### config.mk
export PLATFORM = sky130hd
export DESIGN_NAME = mbgd_dot_sched
export DESIGN_NICKNAME = d
export VERILOG_FILES = /design/src/rtl/mbgd_dot_sched.sv
export SDC_FILE = /design/constraint.sdc
export NUM_CORES = 1
export LEC_CHECK = 0
export ABC_CLOCK_PERIOD_IN_PS = 4450
export CORE_AREA = 2 2 133 135
export CTS_CLUSTER_DIAMETER = 150
export CTS_CLUSTER_SIZE = 24
export DETAILED_ROUTE_END_ITERATION = 12
export DIE_AREA = 0 0 135 137
export GPL_TIMING_DRIVEN = 0
export PLACE_DENSITY = 0.77
export SYNTH_ARGS = -nofsm -noshare
export SYNTH_HDL_FRONTEND = slang
export SYNTH_SLANG_ARGS = --single-unit
### constraint.sdc
create_clock -name clk -period 4.45 [get_ports clk]
set_input_delay 1.335 -clock clk [delete_from_list [all_inputs] [get_ports clk]]
set_output_delay 1.335 -clock clk [all_outputs]
set_load 0.02 [all_outputs]
### src/rtl/mbgd_dot_sched.sv
// Batch scheduler: streams N samples through the pipelined dot-product engine and writes results in order.
// Optional result accumulator on batch_sum is built only when MBGD_SCHED_SUM_EN is defined.
module mbgd_dot_sched #(
   parameter int DATA_WIDTH = 8,
   parameter int NUM_ELEMS  = 8,
   parameter int ACC_WIDTH  = 19,
   parameter int BATCH_MAX  = 19,
   parameter int ADDR_W     = 5,
   parameter int DP_LATENCY = 2,
   localparam int VW        = DATA_WIDTH * NUM_ELEMS
) (
   input  logic                   clk,
   input  logic                   reset,
   input  logic                   start,
   input  logic                   abort,
   input  logic [ADDR_W-1:0]      batch_size,
   input  logic [VW-1:0]          theta,
   output logic                   busy,
   output logic                   done,
   output logic                   err,
   output logic                   smp_rd_en,
   output logic [ADDR_W-1:0]      smp_rd_addr,
   input  logic [VW-1:0]          smp_rd_data,
   output logic                   dp_enable,
   output logic [VW-1:0]          dp_inp1,
   output logic [VW-1:0]          dp_inp2,
   input  logic [ACC_WIDTH-1:0]   dp_result,
   output logic                   res_wr_en,
   output logic [ADDR_W-1:0]      res_wr_addr,
   output logic [ACC_WIDTH-1:0]   res_wr_data,
   output logic [ACC_WIDTH+ADDR_W-1:0] batch_sum
);

   localparam logic [1:0] S_IDLE  = 2'd0;
   localparam logic [1:0] S_FETCH = 2'd1;
   localparam logic [1:0] S_DRAIN = 2'd2;
   localparam logic [1:0] S_FIN   = 2'd3;

   localparam logic [ADDR_W-1:0] ONE_A = ADDR_W'(1);
   localparam logic [ADDR_W-1:0] BMAX  = ADDR_W'(BATCH_MAX);

   logic [1:0]            state_q, state_d;
   logic [ADDR_W-1:0]     n_q, n_d;
   logic [VW-1:0]         theta_q, theta_d;
   logic                  rd_en_q, rd_en_d;
   logic [ADDR_W-1:0]     rd_addr_q, rd_addr_d;
   logic                  dp_en_q, dp_en_d;
   logic [DP_LATENCY-1:0] vld_q, vld_d;
   logic [ADDR_W-1:0]     wr_cnt_q, wr_cnt_d;
   logic                  busy_q, busy_d;
   logic                  done_q, done_d;
   logic                  err_q, err_d;
   logic                  size_ok_s;
   logic                  can_start_s;
   logic                  accept_s;
   logic                  tail_s;
   logic                  last_wr_s;

   // FIN behaves like IDLE for start handling so a new batch can begin in the done cycle
   assign size_ok_s   = (batch_size != '0) && (batch_size <= BMAX);
   assign can_start_s = (state_q == S_IDLE) || (state_q == S_FIN);
   assign accept_s    = can_start_s && start && !abort && size_ok_s;
   assign tail_s      = vld_q[DP_LATENCY-1];
   assign last_wr_s   = tail_s && (wr_cnt_q == (n_q - ONE_A));

   // next-state logic for control, counters and the in-flight pipeline
   always_comb begin
      state_d   = state_q;
      n_d       = n_q;
      theta_d   = theta_q;
      rd_en_d   = rd_en_q;
      rd_addr_d = rd_addr_q;
      dp_en_d   = rd_en_q;
      vld_d     = '0;
      vld_d[0]  = dp_en_q;
      for (int i = 1; i < DP_LATENCY; i++) begin
         vld_d[i] = vld_q[i-1];
      end
      wr_cnt_d  = tail_s ? (wr_cnt_q + ONE_A) : wr_cnt_q;
      busy_d    = busy_q;
      done_d    = 1'b0;
      err_d     = 1'b0;

      case (state_q)
         S_IDLE, S_FIN: begin
            state_d = S_IDLE;
            if (accept_s) begin
               state_d   = S_FETCH;
               n_d       = batch_size;
               theta_d   = theta;
               rd_en_d   = 1'b1;
               rd_addr_d = '0;
               wr_cnt_d  = '0;
               busy_d    = 1'b1;
            end else if (start && !abort) begin
               err_d = 1'b1;
            end else begin
               err_d = 1'b0;
            end
         end
         S_FETCH: begin
            if (abort) begin
               state_d = S_IDLE;
               rd_en_d = 1'b0;
               dp_en_d = 1'b0;
               vld_d   = '0;
               busy_d  = 1'b0;
            end else if (rd_addr_q == (n_q - ONE_A)) begin
               rd_en_d = 1'b0;
               state_d = S_DRAIN;
            end else begin
               rd_addr_d = rd_addr_q + ONE_A;
            end
         end
         S_DRAIN: begin
            if (abort) begin
               state_d = S_IDLE;
               rd_en_d = 1'b0;
               dp_en_d = 1'b0;
               vld_d   = '0;
               busy_d  = 1'b0;
            end else if (last_wr_s) begin
               state_d = S_FIN;
               done_d  = 1'b1;
               busy_d  = 1'b0;
            end else begin
               state_d = S_DRAIN;
            end
         end
         default: begin
            state_d = S_IDLE;
            rd_en_d = 1'b0;
            dp_en_d = 1'b0;
            vld_d   = '0;
            busy_d  = 1'b0;
         end
      endcase
   end

   // control and datapath registers
   always_ff @(posedge clk or posedge reset) begin
      if (reset) begin
         state_q   <= S_IDLE;
         n_q       <= '0;
         theta_q   <= '0;
         rd_en_q   <= 1'b0;
         rd_addr_q <= '0;
         dp_en_q   <= 1'b0;
         vld_q     <= '0;
         wr_cnt_q  <= '0;
         busy_q    <= 1'b0;
         done_q    <= 1'b0;
         err_q     <= 1'b0;
      end else begin
         state_q   <= state_d;
         n_q       <= n_d;
         theta_q   <= theta_d;
         rd_en_q   <= rd_en_d;
         rd_addr_q <= rd_addr_d;
         dp_en_q   <= dp_en_d;
         vld_q     <= vld_d;
         wr_cnt_q  <= wr_cnt_d;
         busy_q    <= busy_d;
         done_q    <= done_d;
         err_q     <= err_d;
      end
   end

`ifdef MBGD_SCHED_SUM_EN
   logic [ACC_WIDTH+ADDR_W-1:0] sum_q, sum_d;

   // running total of written results; an abort leaves the partial value in place
   always_comb begin
      if (accept_s) begin
         sum_d = '0;
      end else if (tail_s) begin
         sum_d = sum_q + {{ADDR_W{1'b0}}, dp_result};
      end else begin
         sum_d = sum_q;
      end
   end

   // accumulator register
   always_ff @(posedge clk or posedge reset) begin
      if (reset) begin
         sum_q <= '0;
      end else begin
         sum_q <= sum_d;
      end
   end

   assign batch_sum = sum_q;
`else
   assign batch_sum = '0;
`endif

   assign busy        = busy_q;
   assign done        = done_q;
   assign err         = err_q;
   assign smp_rd_en   = rd_en_q;
   assign smp_rd_addr = rd_addr_q;
   assign dp_enable   = dp_en_q;
   assign dp_inp1     = smp_rd_data;
   assign dp_inp2     = theta_q;
   assign res_wr_en   = tail_s;
   assign res_wr_addr = wr_cnt_q;
   assign res_wr_data = dp_result;

endmodule

==> summary.md, run 1 <==
| Metric | Value |
|---|---|
| Root buf cell | `clkbuf_16` |
| Final HPWL DP | `10700 um` |
| VDD IR-drop max | `0.204 mV` |
| Number of synthesized register bits | `88` |
| Synth top area cells | `dfrtp_1, buf_4, nand2_1` |
| DRT antenna net count | `0` |
| CTS resizes | `0` |
| I/O pin count | `343` |
| Initial antenna violation count | `1` |
| Post-synth top area share | `47.6%` |
| Fraction of registers with async set/reset | `100%` |
| Syn_area_per_cell | `8.74 sq um` |
| GR Util All Layers | `13.9%` |
| Total grt overflow | `0` |
| First-pass GRT wire length | `19900 um` |
| Crit path time final | `3.37 ns` |
| DIE WIDTH | `135 um` |
| Register clock-pin slew on the reported worst setup and hold paths | `0.06 ns` |
| Core area | `17100 sq um` |
| CTS Buffer Depth | `2` |
| Antenna fix cells | `0` |
| Initial Util | `27.1%` |
| PwrDens | `424 nW/um^2` |
| Layout cell share with drive strength beyond 1 | `17.1%` |
| Critical path's top delay family | `buffers and inverters` |
| CP Max Fanout | `1` |
| Worst EP arrival | `2.03 ns` |
| Final Hold Fails | `0` |
| CP endpoint kind | `primary output` |
| Setup WS post-layout | `1.08 ns` |
| Synth-to-layout area growth | `65.7%` |
| CTS sink cnt | `88` |
| CP max-delay cell | `clkdlybuf4s50_1` |
| Die Y | `137 um` |
| Total number of vias | `4190` |
| Fillcell total | `1692` |
| Leakage | `3.67 nW` |
| Row cnt | `48` |
| Worst slack, placed | `0.801 ns` |
| TritonCTS clock tree | `done` |
| Slew Viols, Final | `0` |
| Synth unique cells | `43` |
| Drt initial violations | `190` |
| Fin crit share | `75.7%` |
| Post-Syn Instances | `529` |
| Hold buffer count at CTS | `0` |
| Slew @ Worst Pin | `0.584 ns` |
| Total CTS buffers | `9` |
| Setup TNS | `0 ns` |
| Drt first pass iters | `4` |
| Commonest non-fill, non-tap cell in the layout | `clkdlybuf4s50_1` |
| Buf/Inv on CP | `2` |
| Clock Skews | `0.00866 ns` |
| Final #Nets | `960` |
| Fin Hold WS | `0.454 ns` |
| Worst-Skew Late Latency | `0.34 ns` |
| Sequential-to-total area share from yosys stat | `47.6%` |
| Routed WL | `13500 um` |
| Setup CP Type | `in2out` |
| EDFF count, synth | `0` |
| Drt via density | `4.08` |
| H-tree Lvls | `3` |
| Vias in the first global route | `3864` |
| Crit-path cells | `buf_4 -> clkdlybuf4s50_1` |
| Placer's final routability congestion estimate | `0.836` |
| RSZ-0062 raised after global routing | `no` |
| Critical Path Start Type | `input port` |
| Worst hold path class | `reg2reg` |
| # setup viols final | `0` |
| Post-synthesis cell area | `4620 sq um` |
| Pin count of the biggest net entering global routing | `47` |
| Power Total | `0.00325 W` |
| Yosys warns | `0` |
| Worst rel slew slack | `61.1%` |
| Critical path data required time | `3.12 ns` |
| Status | `finished clean` |
| Fmax | `297 MHz` |
| IO buf count | `235` |
| Synth Flop Type | `dfrtp_1` |
| Most frequent cells in the layout | `clkdlybuf4s50_1, nand2_1, buf_4, dfrtp_1, conb_1` |
| Post-synth top area cell | `dfrtp_1` |
| Drt wl/cell | `13.1 um` |
| Max incr delay on CP | `0.62 ns` |
| Residual DRC | `0` |
| Die footprint | `18500 sq um` |
| MaxCap Viol Count | `0` |
| Post-CTS setup buffers | `0` |
[registers in the layout (all words and copies together) (netlist names)]
name / count
err: 1
dp_inp2: 64
busy: 1
vld_q: 2
smp_rd_addr: 5
state_q: 2
res_wr_addr: 5
done: 1
dp_enable: 1
n_q: 5
smp_rd_en: 1
[cell families after synthesis]
kind of cell | synth area share, %
xor gates and xnor gates | 3.68
other | 0.0811
adders and majority gates | 1.35
buffers and inverters | 19.7
and+or+nand+nor | 22.9
AOI/OAI and AO/OA | 4.14
DFF | 47.6
muxes | 0.433
[synth_stat cells (2+ instances only)]
cell type,count
nor2_1,15
dfrtp_1,88
a21oi_1,4
nor3_1,2
o21ai_1,4
nand2b_1,4
buf_4,107
mux2i_1,2
xor2_1,9
nand4_1,3
o21ai_2,2
nor2b_1,2
inv_1,6
nand2_1,212
nand3_1,7
clkbuf_1,12
or3_1,3
buf_2,6
and2_1,3
ha_1,5
nand3b_1,2
xnor2_1,6
o21ai_0,5
[layout make-up]
type                       instances  area (sq um)  area share (%)
multi-input combinational        332          1600            20.8
inverter                           6          25.0           0.327
sequential                        88          2200            28.7
tap                              225           282            3.67
buffer                           126           890            11.6
clock buffer                      12           246            3.22
timing repair buffer             236          2380            31.1
clock inverter                     3          42.5           0.555
[stage by stage]
step / util, % / instances / area [sq um]
2_1_floorplan: - / 552 / 4710
3_3_place_gp: 43.1 / 1012 / 7340
3_5_place_dp: 43.2 / 1013 / 7370
4_1_cts: 44.9 / 1028 / 7660
5_1_grt: 44.9 / 1028 / 7660
6_report: 44.9 / 1028 / 7660
[where the power goes]
part	switching (W)	leakage (nW)	internal, W
clock	0.000306	0.139	0.000447
combinational	0.000686	2.42	0.000668
sequential	0.000144	1.11	0.00100
total	0.00114	3.67	0.00212
[routing by layer]
metal	track usage (%)	up-vias	routed length, um
met2	24.2	196	6800
li1	-	2059	-
met3	5.00	12	1290
met5	0	-	12
met1	15.9	1921	5200
met4	4.51	2	148
[path summary, 6_finish.rpt]
check | from | end | slack [ns] | cells past startpoint
worst max-delay path | smp_rd_data[55] | dp_inp1[55] | 1.08 | 2
worst min-delay path | vld_q[0] | vld_q[1] | 0.45 | 1
worst max register to register | state_q[0] | dp_inp2[24] | 2.29 | 8
worst min register to register | vld_q[0] | vld_q[1] | 0.45 | 1
max in group asynchronous | reset | dp_inp2[11] | 2.39 | 3
min in group asynchronous | reset | dp_inp2[35] | 1.42 | 2
(Power assumes the default switching activity.)
==> run 2: changes to the inputs <==
--- a/config.mk
+++ b/config.mk
@@ -5,14 +5,14 @@
 export SDC_FILE = /design/constraint.sdc
 export NUM_CORES = 1
 export LEC_CHECK = 0
-export ABC_CLOCK_PERIOD_IN_PS = 4450
+export ABC_CLOCK_PERIOD_IN_PS = 2900
 export CORE_AREA = 2 2 133 135
 export CTS_CLUSTER_DIAMETER = 150
 export CTS_CLUSTER_SIZE = 24
 export DETAILED_ROUTE_END_ITERATION = 12
 export DIE_AREA = 0 0 135 137
 export GPL_TIMING_DRIVEN = 0
-export PLACE_DENSITY = 0.77
+export PLACE_DENSITY = 0.8
 export SYNTH_ARGS = -nofsm -noshare
 export SYNTH_HDL_FRONTEND = slang
 export SYNTH_SLANG_ARGS = --single-unit
==> constraint.sdc (replaced) <==
create_clock -name clk -period 2.9 [get_ports clk]
set_input_delay 0.87 -clock clk [delete_from_list [all_inputs] [get_ports clk]]
set_output_delay 0.87 -clock clk [all_outputs]
set_load 0.02 [all_outputs]
==> run 2 against run 1 <==
- global-route usage grew 0.47 points
- sequential cell count is the same
- cell area grew 1.1%
- register-to-register slack lost 1.7 ns
- critical path depth grew 5
- routed wire length grew 2.5%
- hold slack is essentially flat
- via count grew 0.62%
- combinational power grew 55%
- die area is the same
==> summary.md, run 2 (synthesized netlist as in run 1, its figures left out) <==
| Metric | Value |
|---|---|
| Clock Skews | `0.00540 ns` |
| DRT antenna net count | `0` |
| Placed cell count | `1014` |
| IO buf count | `235` |
| Drt wl/cell | `13.4 um` |
| Worst r2r path cells | `7` |
| MaxCap Viol Count | `0` |
| Drt first pass iters | `4` |
| Layout cell share with drive strength beyond 1 | `17.5%` |
| Fillcell total | `1667` |
| Status | `finished clean` |
| Die Y | `137 um` |
| Die footprint | `18500 sq um` |
| Critical Path Start | `batch_size[1]` |
| Worst EP arrival | `2.95 ns` |
| CTS Buffer Depth | `2` |
| Switching fraction of total power | `34.4%` |
| Pin count of the biggest net entering global routing | `41` |
| Setup WS post-layout | `0.229 ns` |
| Total CTS buffers | `9` |
| VDD IR-drop max | `0.325 mV` |
| Fmax | `374 MHz` |
| Root buf cell | `clkbuf_16` |
| Final Hold Fails | `0` |
| Final cell count without fillers | `1030` |
| Crit path time final | `2.67 ns` |
| Largest register FFs | `64` |
| Critical path data required time | `3.18 ns` |
| DP Area | `7390 sq um` |
| DIE WIDTH | `135 um` |
| H-tree Lvls | `3` |
| Setup CP Type | `in2reg` |
| Vias in the first global route | `4181` |
| RSZ-0062 raised after global routing | `no` |
| Total grt overflow | `0` |
| Slew @ Worst Pin | `0.512 ns` |
| Total number of vias | `4216` |
| Worst rel slew slack | `65.9%` |
| Seq pwr share | `33.7%` |
| Clock share of power | `26.2%` |
| R2R Path Start | `n_q[0]` |
| Commonest non-fill, non-tap cell in the layout | `clkdlybuf4s50_1` |
| # setup viols final | `0` |
| Post-CTS setup buffers | `0` |
| Slew Viols, Final | `0` |
| Residual DRC | `0` |
| TritonCTS clock tree | `done` |
| Final #Nets | `961` |
| Critical Path Start Type | `input port` |
| Register-to-Register Setup Slack | `0.64 ns` |
| CP endpoint kind | `register` |
| Fin Hold WS | `0.454 ns` |
| Most frequent cells in the layout | `clkdlybuf4s50_1, nand2_1, buf_4, dfrtp_1, conb_1` |
| Critical Path Sink | `dp_inp2[18]` |
| GR Util All Layers | `14.4%` |
| Comb pwr share | `40.1%` |
| Worst r2r dst | `smp_rd_addr[4]` |
| Routed WL | `13800 um` |
| Worst slack, placed | `-0.338 ns` |
| Leakage | `3.70 nW` |
| CTS sink cnt | `88` |
| Antenna fix cells | `0` |
| P_sw | `0.00179 W` |
| Final core occ | `45.4%` |
| Worst hold path class | `reg2reg` |
| Final HPWL DP | `11000 um` |
| Row cnt | `48` |
| Worst-Skew Late Latency | `0.34 ns` |
| Placer's final routability congestion estimate | `0.774` |
| Fin crit share | `92.1%` |
| Core area | `17100 sq um` |
| Initial antenna violation count | `0` |
| Drt initial violations | `126` |
| Register clock-pin slew on the reported worst setup and hold paths | `0.07 ns` |
| Power Internal | `0.00341 W` |
| PwrDens | `672 nW/um^2` |
| Post-route design area | `7740 sq um` |
| Drt via density | `4.09` |
| First-pass GRT wire length | `20500 um` |
| Synth-to-layout area growth | `67.5%` |
| I/O pin count | `343` |
| CP Max Fanout | `10` |
| Initial Util | `27.1%` |
-- run 2: cell count changes in the layout (fill, tap and decap cells not counted), sizes merged --
cell      delta
clkbuf       -2
buf          +1
clkinvlp     +1
inv          +1
clkinv       -1
bufinv       +2
-- run 2: metal layers --
metal | GRT usage [%] | vias up | share of wire (%)
met3 | 4.89 | 23 | 9.2
met2 | 25.0 | 203 | 50
met4 | 6.19 | 0 | 2.2
li1 | - | 2063 | -
met1 | 16.0 | 1927 | 38
met5 | 0 | - | 0
-- run 2: repair_timing --
item                                    4_1_cts  5_1_grt
endpoints found under the setup margin        0       18
hold buffers                                  0        0
resized for setup                             0        3
-- run 2: how the worst min path moves through the flow --
stage               cells past startpoint  startpoint  slack, ns       end
finish                                  1    vld_q[0]       0.45  vld_q[1]
global route                            1    vld_q[0]       0.49  vld_q[1]
CTS                                     1    vld_q[0]       0.46  vld_q[1]
detailed placement                      1    vld_q[0]       0.44  vld_q[1]
global placement                        1    vld_q[0]       0.44  vld_q[1]
floorplan                               1    vld_q[0]       0.43  vld_q[1]
-- run 2: through the flow --
stage / TNS [ns] / power [W]
after floorplan: 0 / 0.00288
after global placement: -16.63 / 0.00382
after detailed placement: -11.99 / 0.00388
after CTS: 0 / 0.00527
after global routing: 0 / 0.00551
final: 0 / 0.00520
-- run 2: critical path, stage by stage --
cell and delay (ns):
clkdlybuf4s50_1 0.46, or4_4 0.58, o2111ai_4 0.32, buf_2 0.31
buf_2 0.26, nand2_1 0.08, nand2_1 0.07
-- run 2: power groups by stage --
| stage | Clock [W] | Sequential (W) | Combinational, W |
|---|---|---|---|
| CTS | 0.00140 | 0.00176 | 0.00211 |
| detailed placement | 0 | 0.00178 | 0.00210 |
| global route | 0.00145 | 0.00180 | 0.00226 |
| finish | 0.00136 | 0.00175 | 0.00209 |
| global placement | 0 | 0.00177 | 0.00206 |
| floorplan | 0 | 0.00210 | 0.000788 |
-- run 2: final cells by class --
class | count | area [sq um] | area share (%)
Timing Repair Buffer | 237 | 2390 | 30.9
Sequential cell | 88 | 2200 | 28.4
Multi-Input combinational cell | 332 | 1610 | 20.7
Buffer | 126 | 891 | 11.5
Tap cell | 225 | 282 | 3.64
Clock buffer | 10 | 229 | 2.96
Clock inverter | 6 | 115 | 1.49
Inverter | 6 | 26.3 | 0.339
==> run 3: changes to the inputs <==
--- a/config.mk
+++ b/config.mk
@@ -6,13 +6,14 @@
 export NUM_CORES = 1
 export LEC_CHECK = 0
 export ABC_CLOCK_PERIOD_IN_PS = 2900
-export CORE_AREA = 2 2 133 135
+export CORE_AREA = 2 2 135 137
+export CTS_BUF_LIST = sky130_fd_sc_hd__clkbuf_8
 export CTS_CLUSTER_DIAMETER = 150
 export CTS_CLUSTER_SIZE = 24
 export DETAILED_ROUTE_END_ITERATION = 12
-export DIE_AREA = 0 0 135 137
+export DIE_AREA = 0 0 137 139
 export GPL_TIMING_DRIVEN = 0
-export PLACE_DENSITY = 0.8
+export PLACE_DENSITY = 0.78
 export SYNTH_ARGS = -nofsm -noshare
 export SYNTH_HDL_FRONTEND = slang
 export SYNTH_SLANG_ARGS = --single-unit
==> run 3 against run 2 <==
- clock power fell by 38%
- non-clock buffer count did not move
- combinational power barely moved
- clock skew rose by 0.012 ns
- die area rose by 3.0%
- setup slack got worse by 0.025 ns
- fmax fell by 0.93%
- sequential share of layout area rose by 0.58 points
- utilization fell by 2.4 points
- global-route usage fell by 0.61 points
- total power fell by 10%
- critical endpoint is now dp_inp2[25]
- via count fell by 0.38%
==> summary.md, run 3 (synthesized netlist as in run 1, its figures left out) <==
| Metric | Value |
|---|---|
| Post-route design area | `7590 sq um` |
| Initial antenna violation count | `0` |
| Total grt overflow | `0` |
| Drt via density | `4.06` |
| Total number of vias | `4200` |
| PwrDens | `616 nW/um^2` |
| Synth-to-layout area growth | `64.1%` |
| CP Max Fanout | `10` |
| Pin count of the biggest net entering global routing | `40` |
| Slew @ Worst Pin | `0.586 ns` |
| M1 WL | `5140 um` |
| Die Y | `139 um` |
| Row cnt | `49` |
| Slew Viols, Final | `0` |
| Worst rel slew slack | `60.9%` |
| Most frequent cells in the layout | `clkdlybuf4s50_1, nand2_1, buf_4, dfrtp_1, conb_1` |
| Vias in the first global route | `4103` |
| H-tree Lvls | `3` |
| Max incr delay on CP | `0.57 ns` |
| # setup viols final | `0` |
| Drt wl/cell | `12.8 um` |
| Critical Path Start Type | `input port` |
| Register clock-pin slew on the reported worst setup and hold paths | `0.11 ns` |
| Hold buffer count at CTS | `0` |
| Final HPWL DP | `10500 um` |
| DRT antenna net count | `0` |
| Worst hold path class | `reg2reg` |
| Die footprint | `19000 sq um` |
| Clock share of power | `18.0%` |
| Worst-Skew Late Latency | `0.38 ns` |
| VDD IR-drop max | `0.276 mV` |
| Worst EP arrival | `3.01 ns` |
| Worst slack, placed | `-0.378 ns` |
| Setup CP Type | `in2reg` |
| P_sw | `0.00179 W` |
| Antenna fix cells | `0` |
| CP max-delay cell | `or4_4` |
| Final Hold Fails | `0` |
| IO buf count | `235` |
| Setup TNS | `0 ns` |
| Setup WS post-layout | `0.204 ns` |
| Switching fraction of total power | `38.2%` |
| Crit path time final | `2.70 ns` |
| Largest register FFs | `64` |
| Routed WL | `13200 um` |
| Commonest non-fill, non-tap cell in the layout | `clkdlybuf4s50_1` |
| Status | `finished clean` |
| Layout cell share with drive strength beyond 1 | `17.5%` |
| Leakage | `3.62 nW` |
| Placer's final routability congestion estimate | `0.832` |
| Residual DRC | `0` |
| Total CTS buffers | `9` |
| Comb pwr share | `44.5%` |
| Drt initial violations | `162` |
| Drt first pass iters | `4` |
| Final #Nets | `961` |
| CTS sink cnt | `88` |
| Fin crit share | `93.0%` |
| CTS Buffer Depth | `2` |
| Met2 wire length | `6630 um` |
| RSZ-0062 raised after global routing | `no` |
| GR Util All Layers | `13.8%` |
| Highest Signal Layer | `met4` |
| Clock Skews | `0.0171 ns` |
| Critical path data required time | `3.21 ns` |
| DIE WIDTH | `137 um` |
| Fmax | `371 MHz` |
| Crit-path cells | `clkdlybuf4s50_1 -> or4_4 -> o2111ai_4 -> buf_2 -> buf_2 -> nand2_1 -> nand2_1` |
| Seq pwr share | `37.5%` |
| Root buf cell | `clkbuf_8` |
| CP endpoint kind | `register` |
| Power Internal | `0.00289 W` |
| DP Area | `7390 sq um` |
| I/O pin count | `343` |
| First-pass GRT wire length | `20300 um` |
| TritonCTS clock tree | `done` |
| Met3 wire length | `1210 um` |
| Core area | `17700 sq um` |
| MaxCap Viol Count | `0` |
| Initial Util | `26.2%` |
==> run 3: metal layers <==
metal  vias to the layer above  track usage, %
met5                         -               0
met4                         0            5.97
met3                        18            4.50
met2                       194            23.4
met1                      1929            15.6
li1                       2059               -
==> run 3: critical path, delay by kind of cell <==
family,cells,cell delay (ns)
buffers and inverters,3,1.05
and+or+nand+nor,3,0.72
AOI/OAI and AO/OA,1,0.36
==> run 3: layout make-up <==
type                    count  area [sq um]
fillers                  1746         10100
repair buffers            237          2390
flip-flops and latches     88          2200
multi-input cells         332          1610
plain buffers             126           890
well taps                 229           287
clock buffers               9           124
clock inverters             7          61.3
inverters                   6          26.3
==> run 3: repair_timing <==
item	in CTS	in global routing
resized for setup	0	1
endpoints found under the hold margin	0	0
setup buffers	0	0
setup endpoints to repair	0	10
==> run 3: through the flow <==
stage	std cells	util [%]	power [W]	hold WS (ns)
2_1_floorplan	552	-	0.00288	0.428
3_3_place_gp	1016	41.6	0.00382	0.439
3_5_place_dp	1018	41.9	0.00388	0.442
4_1_cts	1034	42.9	0.00475	0.468
5_1_grt	1034	43.0	0.00499	0.487
6_report	1034	43.0	0.00468	0.461
==> run 3: path summary, 6_finish.rpt <==
path                          startpoint              to  slack [ns]  cells past startpoint
hold reg to reg                 vld_q[0]        vld_q[1]        0.46                      1
min in group asynchronous          reset     dp_inp2[33]        0.82                      2
setup / recovery           batch_size[1]     dp_inp2[25]        0.20                      7
setup reg to reg                  n_q[0]  smp_rd_addr[3]        0.72                      7
max in group asynchronous          reset          n_q[1]        1.56                      3
hold / removal                  vld_q[0]        vld_q[1]        0.46                      1
==> run 3: power groups by stage <==
stage / logic, W / clock network, W / registers (W)
2_1_floorplan: 0.000788 / 0 / 0.00210
3_3_place_gp: 0.00206 / 0 / 0.00176
6_report: 0.00208 / 0.000844 / 0.00175
5_1_grt: 0.00225 / 0.000940 / 0.00180
3_5_place_dp: 0.00210 / 0 / 0.00178
4_1_cts: 0.00211 / 0.000891 / 0.00176
==> RTL edit 1, RTL diff (config.mk and constraints of run 2) <==
Build with the macro `MBGD_SCHED_SUM_EN` defined.
--- a/src/rtl/mbgd_dot_sched.sv
+++ b/src/rtl/mbgd_dot_sched.sv
@@ -2,2 +2,4 @@
 // Optional result accumulator on batch_sum is built only when MBGD_SCHED_SUM_EN is defined.
+`define MBGD_SCHED_SUM_EN
+
 module mbgd_dot_sched #(
Behaviour: no difference found for any inputs over 4 cycles, from zero or initial values and one cycle with reset high; that may be too few to reach the edited logic, so the function may still have changed.
==> RTL edit 1 against run 2 <==
Register-to-register slack lost 270 ps. Synthesized area grew 35%. Total power grew 56%. First-iteration DRC count grew 150%. Cell count grew 20%. Wire length grew 35%. Final area grew 27%. Clock power shrank 13%. Clock skew grew 2.9 ps. Worst setup slack lost 180 ps. Global-route usage grew 5.1 points. Sequential cell count grew 24. Die area is the same. Largest power group unchanged.
==> RTL edit 1: results (changes against run 2) <==
| Metric | Value |
|---|---|
| Clock buffer cells | 12 (was 10) |
| Fillers | 1545 (was 1667) |
| Dpl hpwl | 14.1 mm (was 11.0 mm) |
| Clk buf depth | 2 (unchanged) |
| Non-clock buffers | 401 (was 363) |
| Leak pwr | 4.57 nW (was 3.70 nW) |
| Depth of the most critical reg-to-reg path | 9 (was 7) |
| WHS | 450 ps (was 454 ps) |
| Worst r2r dst | batch_sum[20] (was smp_rd_addr[4]) |
| Layout cells sized above 1 | 15.5% (was 17.5%) |
| Largest cells by area after synthesis | dfrtp_1, nand2_1, buf_4, ha_1, xnor2_1 (was dfrtp_1, buf_4, nand2_1, xor2_1, ha_1) |
| Multi-input combinational area share | 28.3% (was 20.7%) |
| Status | finished clean (unchanged) |
| GR Util All Layers | 19.5% (was 14.4%) |
| Final setup margin | 50.3 ps (was 229 ps) |
| Top delay family on crit path | compound AO/OA/AOI/OAI gates (was buffers and inverters) |
| Crit path from | dp_result[3] (was batch_size[1]) |
| Drt total wl | 18.6 mm (was 13.8 mm) |
| Inverters excl. clock | 14 (was 6) |
| Synth Area in XOR/XNOR | 4.55% (was 3.68%) |
| First DRT Iteration DRCs | 313 (was 126) |
| Tightest Pin Transition | 748 ps (was 512 ps) |
| Layout clock area frac | 2.69% (was 4.44%) |
| Synth Net Count | 883 |
| Sequential share of cell area | 28.5% (was 28.4%) |
| Vias in the first global route | 5580 (was 4181) |
| Crit-path slowest cell | clkdlybuf4s50_1 (was or4_4) |
| Multi-In Gates | 466 (was 332) |
| Worst R2R Setup Slack | 370 ps (was 640 ps) |
| CP arrival | 3060 ps (was 2950 ps) |
| Maximum fanout along the worst path | 5 (was 10) |
| Worst Skew | 8.34 ps (was 5.40 ps) |
| Most frequent cells after synthesis | nand2_1, dfrtp_1, buf_4 (was nand2_1, buf_4, dfrtp_1) |
| Compound-cell area share of the yosys netlist | 9.36% (was 4.14%) |
| Post-synthesis mux area share | 1.92% (was 0.433%) |
| Post-place setup slack | -749 ps (was -338 ps) |
| Crit path largest cell delay | 530 ps (was 580 ps) |
| NonClk Buf Share | 37.1% (was 42.4%) |
| Worst hold path type | reg2reg (unchanged) |
| Port Buffers | 277 (was 235) |
| Seq cells | 112 (was 88) |
| Largest net degree at the start of global routing | 43 (was 41) |
| Pwr dens | 825 mW/mm2 (was 672 mW/mm2) |
| Vias per cell | 4.73 (was 4.09) |
| Placed Area | 0.00936 mm2 (was 0.00739 mm2) |
| Cts bufs inserted | 9 (unchanged) |
| Final nets | 1185 (was 961) |
| Reg2reg start | batch_sum[0] (was n_q[0]) |
| First-pass GRT wire length | 28.4 mm (was 20.5 mm) |
| Synthesized area per cell | 8.89 um2 (was 8.74 um2) |
| GP Congestion | 0.859 (was 0.774) |
| Area share of fa/ha/maj cells after synthesis | 5.13% (was 1.35%) |
| Drt wl/cell | 15.1 um (was 13.4 um) |
## RTL edit 1: cell count changes after synthesis, moves of 15 or more
cell and change:
buf_4 -24, o21ai_0 +17, xnor2_1 +15, nor2_1 +17, dfrtp_1 +24, ha_1 +19, a21oi_1 +16
## RTL edit 1: layer usage
| layer | routed length, um | vias to the layer above | GRT usage [%] |
|---|---|---|---|
| met5 | 0 | - | 0 |
| met4 | 333 | 0 | 7.23 |
| met3 | 1460 | 21 | 5.19 |
| met2 | 9200 | 230 | 32.4 |
| met1 | 7640 | 2750 | 24.4 |
| li1 | - | 2838 | - |
## RTL edit 1: report_power, final
| group | switching (mW) | total (mW) | internal, mW |
|---|---|---|---|
| sequential | 0.406 | 2.46 | 2.06 |
| clock | 0.602 | 1.19 | 0.588 |
| combinational | 2.27 | 4.47 | 2.20 |
| total | 3.28 | 8.12 | 4.84 |
## RTL edit 1: what timing repair did
action,in CTS,in global routing
resized for setup,36,14
setup buffers,8,4
endpoints found under the setup margin,78,44
pin swaps,13,10
==> RTL edit 2, RTL diff (settings of run 2) <==
Made on the original files. `n_q` no longer has a reset.
--- a/src/rtl/mbgd_dot_sched.sv
+++ b/src/rtl/mbgd_dot_sched.sv
@@ -143,3 +143,2 @@
          state_q   <= S_IDLE;
-         n_q       <= '0;
          theta_q   <= '0;
@@ -155,3 +154,2 @@
          state_q   <= state_d;
-         n_q       <= n_d;
          theta_q   <= theta_d;
@@ -166,2 +164,6 @@
       end
+   end
+
+   always_ff @(posedge clk) begin
+      n_q <= n_d;
    end
Function: same outputs for any inputs over 4 cycles, from zero or initial values and one cycle with reset high; that may be too few to reach the edited logic, so the function may still have changed.
==> RTL edit 2 against run 2 <==
Worst setup slack got worse by 91 ps. Final area fell by 2.0%. Sequential cell count did not move. Total power fell by 12%. Synthesized area fell by 1.9%. Wire length fell by 2.6%. Cell count fell by 2.9%. Count of clock-buffer cells in the layout rose by 2. Critical endpoint is now dp_inp2[11]. Largest cell class unchanged.
==> RTL edit 2: results (changes against run 2) <==
| Metric | Value |
|---|---|
| Status | finished clean (unchanged) |
| Most frequent cells after synthesis | nand2_1, buf_4, dfrtp_1 (unchanged) |
| Placed cell count | 985 (was 1014) |
| Synth Instances | 500 (was 529) |
| Drt total wl | 13.4 mm (was 13.8 mm) |
| Multi-In Gates | 303 (was 332) |
| Seq cells | 88 (unchanged) |
| Met3 Use GR | 4.67% (was 4.89%) |
| Combinational Power Share | 37.9% (was 40.1%) |
| Largest cells by area after synthesis | dfrtp_1, buf_4, nand2_1, edfxtp_1, xor2_1 (was dfrtp_1, buf_4, nand2_1, xor2_1, ha_1) |
| Finished Layout Cells | 1000 (was 1030) |
| Via count | 4040 (was 4216) |
| GR Util All Layers | 14.1% (was 14.4%) |
| Crit path from | batch_size[0] (was batch_size[1]) |
| Largest net degree at the start of global routing | 32 (was 41) |
| Routed wl met2 | 6.87 mm (was 6.97 mm) |
| Slew headroom | 50.1% (was 65.9%) |
| Synth unique cells | 40 (was 43) |
| Max VDD drop | 313 uV (was 325 uV) |
| Fillers | 1635 (was 1667) |
| Top sig layer | met5 (was met4) |
| Post-synthesis mux area share | 0.442% (was 0.433%) |
| Layout cells sized above 1 | 17.7% (was 17.5%) |
| Initial antenna violation count | 1 (was 0) |
| NonClk Buf Share | 43.0% (was 42.4%) |
| CP arrival | 2990 ps (was 2950 ps) |
| Met1 wire length | 5.20 mm (was 5.26 mm) |
| Worst r2r dst | busy (was smp_rd_addr[4]) |
| Vias in the first global route | 3927 (was 4181) |
| Compound-cell area share of the yosys netlist | 3.53% (was 4.14%) |
| Crit path capture | dp_inp2[11] (was dp_inp2[18]) |
| Non-clock buffers | 359 (was 363) |
| Reg2reg start | n_q[0] (unchanged) |
| Inverters excl. clock | 10 (was 6) |
| GRT met2 Usage | 24.5% (was 25.0%) |
| First-pass GRT wire length | 20.1 mm (was 20.5 mm) |
| First DRT Iteration DRCs | 106 (was 126) |
| Sequential share of cell area | 29.4% (was 28.4%) |
| Final nets | 932 (was 961) |
| Async SR Flop Fraction | 94.3% (was 100%) |
| Worst Skew | 8.21 ps (was 5.40 ps) |
| Met1 usage | 16.5% (was 16.0%) |
| Layout clock area frac | 3.81% (was 4.44%) |
| Worst R2R Setup Slack | 610 ps (was 640 ps) |
| Dpl hpwl | 10.7 mm (was 11.0 mm) |
==> RTL edit 2: cell types whose count changed after synthesis, moves of 2 or more <==
cell      before  now
dfrtp_1       88   83
nor2_1        15    9
xnor2_1        6    8
clkbuf_1      12    9
nor3_1         2    0
nand3b_1       2    0
inv_1          6    9
or4_1          0    2
nand2_1      212  197
edfxtp_1       0    5
nand2b_1       4    2
o21ai_2        2    0
==> RTL edit 2: through the flow <==
stage	setup TNS, ps	cell area (um2)	setup WS, ps	utilization, %	hold WS (ps)
after floorplan	0	4620	605	-	428
after global placement	-12220	7260	-264	42.6	457
after detailed placement	-15360	7300	-298	42.8	449
after CTS	0	7590	65.9	44.5	465
after global routing	0	7590	4.84	44.5	485
final	0	7590	138	44.5	460
==> RTL edit 2: critical path, delay by kind of cell <==
kind | cells | cell delay (ps)
AO/OA/AOI/OAI | 1 | 290
buffers and inverters | 3 | 970
AND/OR/NAND/NOR | 3 | 840
